==> src/rtl/pipe_hazard_ctrl.sv <==
// ---------------------------------------------------------------------------
// pipe_hazard_ctrl
//   Central stall/flush controller for the 5-stage pipeline. Decides, every
//   cycle, which pipeline register arrays load, which load a bubble, and
//   whether the PC advances. Three hazard sources, highest priority first:
//     1. multi-cycle MUL/DIV occupying EX (md FSM)
//     2. taken branch/jump resolved in EX (redirect, squash IF/ID and ID/EX)
//     3. load-use dependency between the load in EX and the instruction in ID
//   Also keeps two wrapping 32-bit performance counters.
//
//   State updates on posedge clk. All control outputs are combinational, so
//   they settle before the negedge at which the pipeline registers sample.
//
// Ports
//   clk              system clock
//   Rst              asynchronous, active-low reset
//   id_rs, id_rt     source register numbers of the ID instruction
//   id_use_rs/rt     ID instruction actually reads rs / rt
//   ex_mem_read      EX instruction is a load
//   ex_wr_reg        EX destination register number
//   ex_branch_taken  branch/jump resolved taken in EX
//   ex_md_start      EX holds a MUL/DIV op
//   ex_md_is_div     1 = DIV latency, 0 = MUL latency (sampled with start)
//   perf_clr         synchronous clear of both perf counters
//   pc_we            PC write enable
//   *_we / *_flush   pipeline register write enable / load-bubble
//   md_busy          MUL/DIV FSM is in BUSY (this is the FSM's full state)
//   md_done          one-cycle pulse: MD op leaves EX this cycle
//   stall_count      cycles with pc_we = 0
//   flush_count      cycles with ifid_flush = 1
// ---------------------------------------------------------------------------
module pipe_hazard_ctrl #(
  parameter int MUL_LAT = 4,
  parameter int DIV_LAT = 33,
  parameter int CNT_W   = 6
) (
  input  logic        clk,
  input  logic        Rst,
  input  logic [4:0]  id_rs,
  input  logic [4:0]  id_rt,
  input  logic        id_use_rs,
  input  logic        id_use_rt,
  input  logic        ex_mem_read,
  input  logic [4:0]  ex_wr_reg,
  input  logic        ex_branch_taken,
  input  logic        ex_md_start,
  input  logic        ex_md_is_div,
  input  logic        perf_clr,
  output logic        pc_we,
  output logic        ifid_we,
  output logic        ifid_flush,
  output logic        idex_we,
  output logic        idex_flush,
  output logic        exmem_we,
  output logic        exmem_flush,
  output logic        memwb_we,
  output logic        md_busy,
  output logic        md_done,
  output logic [31:0] stall_count,
  output logic [31:0] flush_count
);

  typedef enum logic {
    MD_IDLE = 1'b0,
    MD_BUSY = 1'b1
  } md_state_t;

  // The start cycle stalls, then cnt counts LAT-2 .. 0 in BUSY; the cycle
  // with cnt==0 releases EX. Total stall = LAT-1 cycles.
  localparam logic [CNT_W-1:0] MUL_INIT = CNT_W'(MUL_LAT - 2);
  localparam logic [CNT_W-1:0] DIV_INIT = CNT_W'(DIV_LAT - 2);

  md_state_t        state_q, state_d;
  logic [CNT_W-1:0] cnt_q, cnt_d;
  logic             md_stall;
  logic             md_done_c;
  logic             load_use;

  // ---------------- MUL/DIV occupancy FSM ----------------
  always_ff @(posedge clk or negedge Rst) begin
    if (!Rst) begin
      state_q <= MD_IDLE;
      cnt_q   <= '0;
    end else begin
      state_q <= state_d;
      cnt_q   <= cnt_d;
    end
  end

  always_comb begin
    state_d   = state_q;
    cnt_d     = cnt_q;
    md_stall  = 1'b0;
    md_done_c = 1'b0;
    case (state_q)
      MD_IDLE: begin
        if (ex_md_start) begin
          md_stall = 1'b1;
          cnt_d    = ex_md_is_div ? DIV_INIT : MUL_INIT;
          state_d  = MD_BUSY;
        end
      end
      MD_BUSY: begin
        // ex_md_start stays high while the op is held, so it is not looked at here.
        if (cnt_q != '0) begin
          md_stall = 1'b1;
          cnt_d    = cnt_q - 1'b1;
        end else begin
          md_done_c = 1'b1;
          state_d   = MD_IDLE;
        end
      end
      default: state_d = MD_IDLE;
    endcase
  end

  assign md_busy = (state_q == MD_BUSY);

  // Register $0 is hardwired zero, so a load targeting it never creates a dependency.
  assign load_use = ex_mem_read && (ex_wr_reg != 5'd0) &&
                    ((id_use_rs && (id_rs == ex_wr_reg)) ||
                     (id_use_rt && (id_rt == ex_wr_reg)));

  // ---------------- pipeline control ----------------
  always_comb begin
    pc_we       = 1'b0;
    ifid_we     = 1'b0;
    ifid_flush  = 1'b0;
    idex_we     = 1'b0;
    idex_flush  = 1'b0;
    exmem_we    = 1'b0;
    exmem_flush = 1'b0;
    memwb_we    = 1'b0;
    md_done     = 1'b0;
    if (Rst) begin
      pc_we    = 1'b1;
      ifid_we  = 1'b1;
      idex_we  = 1'b1;
      exmem_we = 1'b1;
      memwb_we = 1'b1;
      md_done  = md_done_c;
      if (md_stall) begin
        // Freeze IF/ID/EX; the stage after EX receives bubbles while MEM/WB drain.
        pc_we       = 1'b0;
        ifid_we     = 1'b0;
        idex_we     = 1'b0;
        exmem_flush = 1'b1;
      end else if (ex_branch_taken) begin
        // Redirect: the two younger instructions are wrong-path, so any
        // load-use hazard they show is irrelevant.
        ifid_flush = 1'b1;
        idex_flush = 1'b1;
      end else if (load_use) begin
        pc_we      = 1'b0;
        ifid_we    = 1'b0;
        idex_flush = 1'b1;
      end
    end
  end

  // ---------------- performance counters ----------------
  always_ff @(posedge clk or negedge Rst) begin
    if (!Rst) begin
      stall_count <= '0;
      flush_count <= '0;
    end else if (perf_clr) begin
      stall_count <= '0;
      flush_count <= '0;
    end else begin
      stall_count <= stall_count + {31'd0, ~pc_we};
      flush_count <= flush_count + {31'd0, ifid_flush};
    end
  end

endmodule
==> config.mk <==
export PLATFORM = sky130hd
export DESIGN_NAME = pipe_hazard_ctrl
export DESIGN_NICKNAME = d
export VERILOG_FILES = /design/src/rtl/pipe_hazard_ctrl.sv
export SDC_FILE = /design/constraint.sdc
export NUM_CORES = 1
export LEC_CHECK = 0
export CAP_MARGIN = 20
export CORE_MARGIN = 5
export CORE_UTILIZATION = 53
export DETAILED_ROUTE_END_ITERATION = 10
export GPL_TIMING_DRIVEN = 0
export PLACE_DENSITY = 0.92
export SLEW_MARGIN = 20
export SYNTH_ARGS = -nofsm -noshare
export SYNTH_HDL_FRONTEND = slang
export SYNTH_SLANG_ARGS = --single-unit
==> constraint.sdc <==
create_clock -name clk -period 6.1 [get_ports clk]
set_clock_uncertainty 0.05 [all_clocks]
set_input_delay 1.22 -clock clk [delete_from_list [all_inputs] [get_ports clk]]
set_output_delay 1.22 -clock clk [all_outputs]
set_load 0.005 [all_outputs]
* Yosys cells after proc, flatten, opt, wreduce, memory -nomap -nowiden
Cells that the tools add are included.
** Word-level totals
- Logic and storage cells :: 49
- Flip-flop bits (word level) :: 71
- Input port bits :: 24
- Output and inout bits :: 74
** Cells by class
- Equality and inequality tests :: 4
- Add/subtract/negate cells :: 3
- Bitwise gates (word level) :: 2
- Reduce and logical (&&, ||, !) cells :: 8
- Muxes and demuxes :: 28
** Operators with widths (number)
- adder 32 x 1 -> 32 bit :: 2
- two-way mux 32 bit :: 2
- two-way mux 1 bit :: 21
- two-way mux 6 bit :: 2
- one-hot mux 6 bit (2 select lines) :: 1
- equality test 5 bit :: 2
- nonzero test 6 bit :: 1
- subtractor 6 x 1 -> 6 bit (second input constant) :: 1
- two-way mux 5 bit :: 1
- nonzero test 5 bit :: 1
- logical AND 1 bit :: 4
- != test 2 x 1 -> 1 bit (second input constant) :: 1
- != test 2 bit (second input constant) :: 1
- inverter 1 bit :: 2
- one-hot mux 1 bit (2 select lines) :: 1
- AND reduction 2 bit :: 1
- logical OR 1 bit :: 1

* Depth between registers and ports, before layout
Gate-level depths: netlist (run 1).
- Depth after elaboration :: 11
- Mapped depth :: 14
- Gate-level depth less buffers :: 12

* Worst setup path before layout (run 1)
Ideal clock, no wire load.
- Path type :: input port to flip-flop
- From :: in ex_wr_reg[2]
- To :: reg stall_count[30]
- Stages :: 10
- Setup slack :: 2427 ps
- Arrival time :: 3499 ps
- Path buffers :: 1
- Setup time :: 125 ps
- Required time :: 5925 ps
- Path through :: xor2_1 -> nor4_1 -> a32oi_1 -> o31ai_1 -> ha_1 -> and2_1 -> clkbuf_1 -> nand3_1 -> nor4_1 -> mux2_2
** Between the ends
- Cells in the longest elaborated chain, start to end :: 11
- Elaborated cells between the ends (all ways) :: 15
- Classes of those cells :: add/sub (1); eq/ne (2); mux (5); bitwise (1); reduce/logical (6)
** RTL lines
- from (decl) :: RTL line 44 : input logic [4:0] ex_wr_reg,
- equality test 5 bit (on tied branches) :: RTL line 121, 122
- logical AND 1 bit (on tied branches) :: RTL line 121, 122
- logical OR 1 bit :: RTL line 121 : ((id_use_rs && (id_rs == ex_wr_reg)) ||
- logical AND 1 bit * :: RTL line 120 : assign load_use = ex_mem_read && (ex_wr_reg != 5'd0) &&
- two-way mux 1 bit * :: RTL line 153 : end else if (load_use) begin
- two-way mux 1 bit * :: RTL line 148 : end else if (ex_branch_taken) begin
- two-way mux 1 bit * :: RTL line 142 : if (md_stall) begin
- two-way mux 1 bit * :: RTL line 135 : if (Rst) begin
- inverter 1 bit * :: RTL line 170 : stall_count <= stall_count + {31'd0, ~pc_we};
- adder 32 x 1 -> 32 bit * :: RTL line 170
- two-way mux 32 bit * :: RTL line 166 : end else if (perf_clr) begin
- to (signal assigned) :: RTL line 170
- to (decl) :: RTL line 59 : output logic [31:0] stall_count,
Every way passes the cells marked *; elsewhere a longest branch is shown, timed or not.
A chain may end at the register's enable or synchronous reset.

* Final worst setup path (run 1)
- From :: in ex_wr_reg[1]
- To :: out pc_we
** Between the ends
- Cells in the longest elaborated chain, start to end :: 8
- Elaborated cells between the ends (all ways) :: 12
- Classes of those cells :: eq/ne (2); mux (4); reduce/logical (6)
** RTL lines
- equality test 5 bit (on tied branches) :: RTL line 121, 122
- logical AND 1 bit (on tied branches) :: RTL line 121, 122
- logical OR 1 bit :: RTL line 121
- logical AND 1 bit * :: RTL line 120
- two-way mux 1 bit * :: RTL line 153
- two-way mux 1 bit * :: RTL line 148
- two-way mux 1 bit * :: RTL line 142
- two-way mux 1 bit * :: RTL line 135
- to (decl) :: RTL line 49 : output logic pc_we,
Marks and branches as above.

==> results.yml, run 1 <==
sta:
  rsz_0062_raised_after_global_routing: "no"
  layout_worst_path_cycle_share_pct: 76.8
  maxSlewHeadroom_pct: 67.6
  worst_slew_pin_slew_ps: 485
  setup_viol: 0
  final.hold.worst_slack_ps: 428
  slew_viol_final: 0
  number_of_endpoints_with_negative_hold_slack_in_the_final_report: 0
  fmax_mhz: 214
  period_needed_ps: 4680
synthesis:
  synth_largest_type_area_fraction_pct: 45.3
  largest_area_contributor_in_the_synthesized_netlist: "dfrtp_1"
  synth_flop_cell: "dfrtp_1"
  synthArstFlopShare_pct: 100
  ys_top_cells_by_area: "dfrtp_1 (45%), xor2_1 (5.4%), or4_1 (4.0%)"
  synth_enable_flop_cells: 0
  postSynthCellCount: 418
  synth_warnings: 0
  ys_seq_area_share_pct: 45.3
  post_synth_most_frequent_cells: "dfrtp_1 (71), nor2_1 (39), a21oi_1 (30)"
  synth_cell_type_count: 39
  synth_cell_area_um2: 3920
  synth.ff_latch_count: 71
  average_footprint_of_a_synthesized_cell_um2: 9.38
  synth.most_common_cell: "dfrtp_1"
  synthesis.nets: 448
clocking:
  post_cts.repair.setup_buffers: 0
  clkTransAtPathRegs_ps: 70
  cts_tree: "built"
  ctsRootBufferMaster: "clkbuf_8"
  number_of_buffers_added_by_the_clock_tree_synthesis_step: 9
  tritoncts_num_sinks: 71
  cts-root-to-sink-buffers: 2
  cts.hold.buffers_added: 0
  post_cts_resize_count: 0
  clk-insertion-delay-late_ps: 340
  htree_levels: 3
global_routing:
  grt_antenna_before_repair: 0
  grt_pass1_vias: 3579
  grt_pass1_wl_mm: 16.4
  globalRouteOverflowTotal: 0
  grt_start_max_net_pins: 51
  grt.total_usage_pct: 22.3
worst_setup_path:
  arrival_ps: 3410
  cp_data_required_time_ps: 4830
  setup.worst_path.class: "in2out"
  critPathMaxFanout: 3
  worstSetupEndpointType: "output port"
  setup.worst_path.start_class: "input pin"
die:
  io_pins: 98
  placement_rows: 31
  initial_core_util_pct: 54.4
  floorplan.die.height_um: 96.0
  core_area_um2: 7210
  die_area_um2: 9220
  die_width_um: 96.0
detailed_routing:
  ant_nets: 0
  drt-total-wl_mm: 10.2
  post_drt_via_cell_ratio: 5.95
  detail_route.drc_violations: 0
  detailedRoute.firstPassIterationCount: 5
  detail_route.iter0.violations: 161
  route.detailed.wl_per_inst_um: 16.2
  route.vias.total: 3749
place:
  place.gp.congestion: 0.902
  number_of_port_buffers: 96
  detailed_place_hpwl_mm: 7.46
layout:
  diodes: 0
  layout-drive-gt1-share_pct: 6.78
  layout.nets: 556
  layout-area-overhead-vs-synth_pct: 33.2
outcome:
  outcome: "finished clean"
min_path:
  hold_path.class: "reg2reg"
pwr:
  ir_worst_vdd_v: 0.000130
  finalPower_mw: 1.06
  power.static_leakage_nw: 2.00
  p_per_area_nw_per_um2: 203
flow_run:
  maxCapViolCount: 0
==> sequential cells by signal, summed over array words and instances, names as in the netlist <==
signal       cells
flush_count     32
cnt_q            6
md_busy          1
stall_count     32
==> area by class of cell <==
class,count,area (um2)
multi-input combinational,310,1990
clock inverter,4,45.0
tap,99,124
timing repair buffer,97,986
sequential,71,1780
buffer,23,105
fill,564,1990
clock buffer,12,145
inverter,14,52.6
==> per-layer routing <==
| metal | global-route usage [%] | wire (um) |
|---|---|---|
| met1 | 28.1 | 4190 |
| met2 | 38.5 | 5250 |
| met3 | 3.60 | 638 |
| met4 | 7.82 | 116 |
| met5 | 0 | 0 |
==> layout by cell type, fill, tap and decap left out, types with 8 or more instances in the layout <==
cell type        netlist  routed
nand2_1               24      24
clkbuf_8               0      10
mux2_2                 9       9
nor2b_1               12      12
dfrtp_1               71      71
clkbuf_1              16      18
xor2_1                24      24
a21oi_1               30      30
nand3_1               22      22
nor4_1                14      14
o31ai_1               19      19
or3_1                 10      10
clkdlybuf4s50_1        0      95
nand4_1               17      17
xnor2_1                9       9
o21ai_0               12      12
or4_1                 21      21
inv_1                 14      14
and4_1                 8       8
nor2_1                39      39
==> power breakdown <==
part / switching (mW) / internal [mW] / total (mW)
Sequential: 0.0266 / 0.495 / 0.522
Clock: 0.171 / 0.199 / 0.369
Combinational: 0.0865 / 0.0834 / 0.170
Total: 0.284 / 0.777 / 1.06
==> metrics by stage <==
step | setup slack [ps] | setup TNS (ps) | instances | area (um2) | util (%)
CTS | 1430 | 0 | 630 | 5220 | 72.4
floorplan | 2430 | 0 | 418 | 3920 | -
global placement | -738 | -12650 | 613 | 5010 | 69.4
finish | 1420 | 0 | 630 | 5220 | 72.4
detailed placement | 1330 | 0 | 614 | 5030 | 69.7
global route | 1380 | 0 | 630 | 5220 | 72.4
==> cells by family after synthesis <==
logic type / after synthesis / synth area share, %
compound gates: 79 / 13.0
simple gates: 183 / 25.8
flops: 71 / 45.3
fa+ha+maj: 6 / 1.91
buf+inv: 37 / 4.02
xor+xnor: 33 / 7.37
mux: 9 / 2.58
==> critical path, stage by stage <==
cell and delay (ps):
clkdlybuf4s50_1 470, or4_1 550, o21ai_0 380, o31a_1 200, buf_4 110, clkdlybuf4s50_1 490
==> worst paths after layout <==
path	end	start	cells after the start	slack, ps
worst max register to register	flush_count[28]$_DFF_PN0_	cnt_q[0]$_DFFE_PN0P_	13	2130
worst min-delay path	cnt_q[5]$_DFFE_PN0P_	cnt_q[5]$_DFFE_PN0P_	1	430
min in group asynchronous	flush_count[20]$_DFF_PN0_	Rst	1	740
worst min register to register	cnt_q[5]$_DFFE_PN0P_	cnt_q[5]$_DFFE_PN0P_	1	430
worst max-delay path	pc_we	ex_wr_reg[1]	6	1420
max in group asynchronous	stall_count[8]$_DFF_PN0_	Rst	2	4710
No activity file was read; power rests on OpenSTA's default activity.
==> run 2: changes to the inputs <==
CORE_UTILIZATION = 50   (was 53)
PLACE_DENSITY = 0.88   (was 0.92)
clock period = 4.8 ns   (was 6.1 ns; I/O delays follow)
==> run 2 against run 1 <==
Combinational power is 27% higher. Sequential share of layout area grew 0.065 points. Die area up 5.4%. Critical endpoint is now stall_count[30]$_DFF_PN0_. Largest cell class unchanged.
==> results.yml, run 2 (synthesized netlist as in run 1, its figures left out) <==
outcome:
  outcome: "finished clean"
worst_setup_path:
  worstSetupEndpointType: "flip-flop"
  arrival_ps: 4440
  slowest_delay_ps: 500
  critical-path-slowest-cell: "nor4_1"
  critical_path.n_buffers_inverters: 2
  cp_top_family: "simple AND/OR/NAND/NOR gates"
  setup.worst_path.start_class: "input pin"
  setup.worst_path.class: "in2reg"
  cp_cell_sequence: "clkdlybuf4s50_1, xor2_1, nor4_1, a32oi_1, o31ai_1, ha_1, and2_1, clkbuf_1, nand3_1, nor4_1, mux2_2"
  cp_common_cell: "nor4_1"
  cp_data_required_time_ps: 4970
  critPathMaxFanout: 9
clocking:
  number_of_buffers_added_by_the_clock_tree_synthesis_step: 9
  clk-insertion-delay-late_ps: 340
  ctsRootBufferMaster: "clkbuf_8"
  htree_levels: 3
  cts.hold.buffers_added: 0
  post_cts_resize_count: 0
  cts-root-to-sink-buffers: 2
  post_cts.repair.setup_buffers: 0
  clkTransAtPathRegs_ps: 70
  tritoncts_num_sinks: 71
  cts_tree: "built"
layout:
  layout.nets: 556
  biggest_regs: "flush_count: 32 flops, stall_count: 32 flops, cnt_q: 6 flops"
  layout-drive-gt1-share_pct: 6.42
  most-common-layout-cells: "clkdlybuf4s50_1 (95), dfrtp_1 (71), nor2_1 (39), a21oi_1 (30)"
  finish.utilization_pct: 67.8
  layoutNonFillerInstCount: 632
  diodes: 0
  layout-area-overhead-vs-synth_pct: 32.9
  post-route-cell-area_um2: 5210
  most_frequent_standard_cell_in_the_layout_excluding_fill_and_tap_cells: "clkdlybuf4s50_1"
global_routing:
  globalRouteOverflowTotal: 0
  grt.total_usage_pct: 21.2
  grt_pass1_wl_mm: 17.1
  grt_pass1_vias: 3583
  grt_start_max_net_pins: 52
  grt_antenna_before_repair: 0
pwr:
  ir_worst_vdd_v: 0.000259
  p_per_area_nw_per_um2: 253
  finalPower_mw: 1.32
  power.static_leakage_nw: 1.99
detailed_routing:
  post_drt_via_cell_ratio: 5.77
  route.detailed.wl_per_inst_um: 16.2
  detail_route.drc_violations: 0
  detail_route.iter0.violations: 147
  route.vias.total: 3648
  detailedRoute.firstPassIterationCount: 5
  ant_nets: 0
  drt-total-wl_mm: 10.2
die:
  io_pins: 98
  core_area_um2: 7690
  placement_rows: 32
  initial_core_util_pct: 51.0
  die_area_um2: 9710
  die_width_um: 98.6
  floorplan.die.height_um: 98.6
sta:
  number_of_endpoints_with_negative_hold_slack_in_the_final_report: 0
  period_needed_ps: 4260
  maxSlewHeadroom_pct: 67.0
  fmax_mhz: 235
  worst_slew_pin_slew_ps: 495
  layout_worst_path_cycle_share_pct: 88.8
  rsz_0062_raised_after_global_routing: "no"
  post-route-worst-setup-slack_ps: 536
  slew_viol_final: 0
  setup_viol: 0
place:
  numPlacedInstances: 617
  place.gp.congestion: 0.870
  placed_cell_area_um2: 5030
  number_of_port_buffers: 96
  pre_cts_ws_ps: 180
  detailed_place_hpwl_mm: 7.46
flow_run:
  maxCapViolCount: 0
min_path:
  hold_path.class: "reg2reg"
==> run 2: cell types whose count changed in the layout (fill, tap and decap cells not counted), sizes merged <==
cell	previous run	this run
clkbuf	28	31
clkinv	3	0
bufinv	1	0
==> run 2: final timing paths <==
path	start	to	slack (ps)	depth (start not counted)
worst max-delay path	ex_wr_reg[2]	stall_count[30]$_DFF_PN0_	540	11
worst min-delay path	cnt_q[5]$_DFFE_PN0P_	cnt_q[5]$_DFFE_PN0P_	440	1
worst max register to register	cnt_q[0]$_DFFE_PN0P_	flush_count[28]$_DFF_PN0_	830	13
worst min register to register	cnt_q[5]$_DFFE_PN0P_	cnt_q[5]$_DFFE_PN0P_	440	1
max in group asynchronous	Rst	stall_count[12]$_DFF_PN0_	3690	2
min in group asynchronous	Rst	flush_count[30]$_DFF_PN0_	470	1
==> run 2: stage by stage <==
| step | setup TNS (ps) | hold slack, ps |
|---|---|---|
| 3_3_place_gp | -80810 | 417 |
| 2_1_floorplan | 0 | 389 |
| 3_5_place_dp | 0 | 419 |
| 5_1_grt | 0 | 458 |
| 4_1_cts | 0 | 433 |
| 6_report | 0 | 444 |
==> run 2: metal layers <==
layer | share of wire [%] | up-vias | GRT usage (%) | wire length [um]
met3 | 5.2 | 16 | 4.67 | 536
li1 | - | 1760 | - | -
met1 | 43 | 1757 | 27.3 | 4380
met4 | 1.7 | 0 | 8.61 | 172
met5 | 0 | - | 0 | 0
met2 | 50 | 115 | 34.7 | 5130
==> run 2: worst reg2reg max path: cells and delay by family, from the launching register on <==
kind	cells	cell delay (ps)
simple gates	5	1680
fa+ha+maj	3	570
buf+inv	3	520
flops	1	410
mux	1	370
compound gates	1	260
==> run 2: power breakdown <==
group          internal (mW)  total [mW]  switching, mW
registers              0.630       0.665         0.0349
clock network          0.228       0.438          0.209
logic                  0.106       0.216          0.110
==> run 2: layout make-up <==
cell class | instances | area [um2]
plain buffers | 23 | 105
clock buffers | 15 | 176
fillers | 627 | 2480
well taps | 102 | 128
flip-flops and latches | 71 | 1780
inverters | 14 | 52.6
repair buffers | 97 | 986
multi-input cells | 310 | 1990
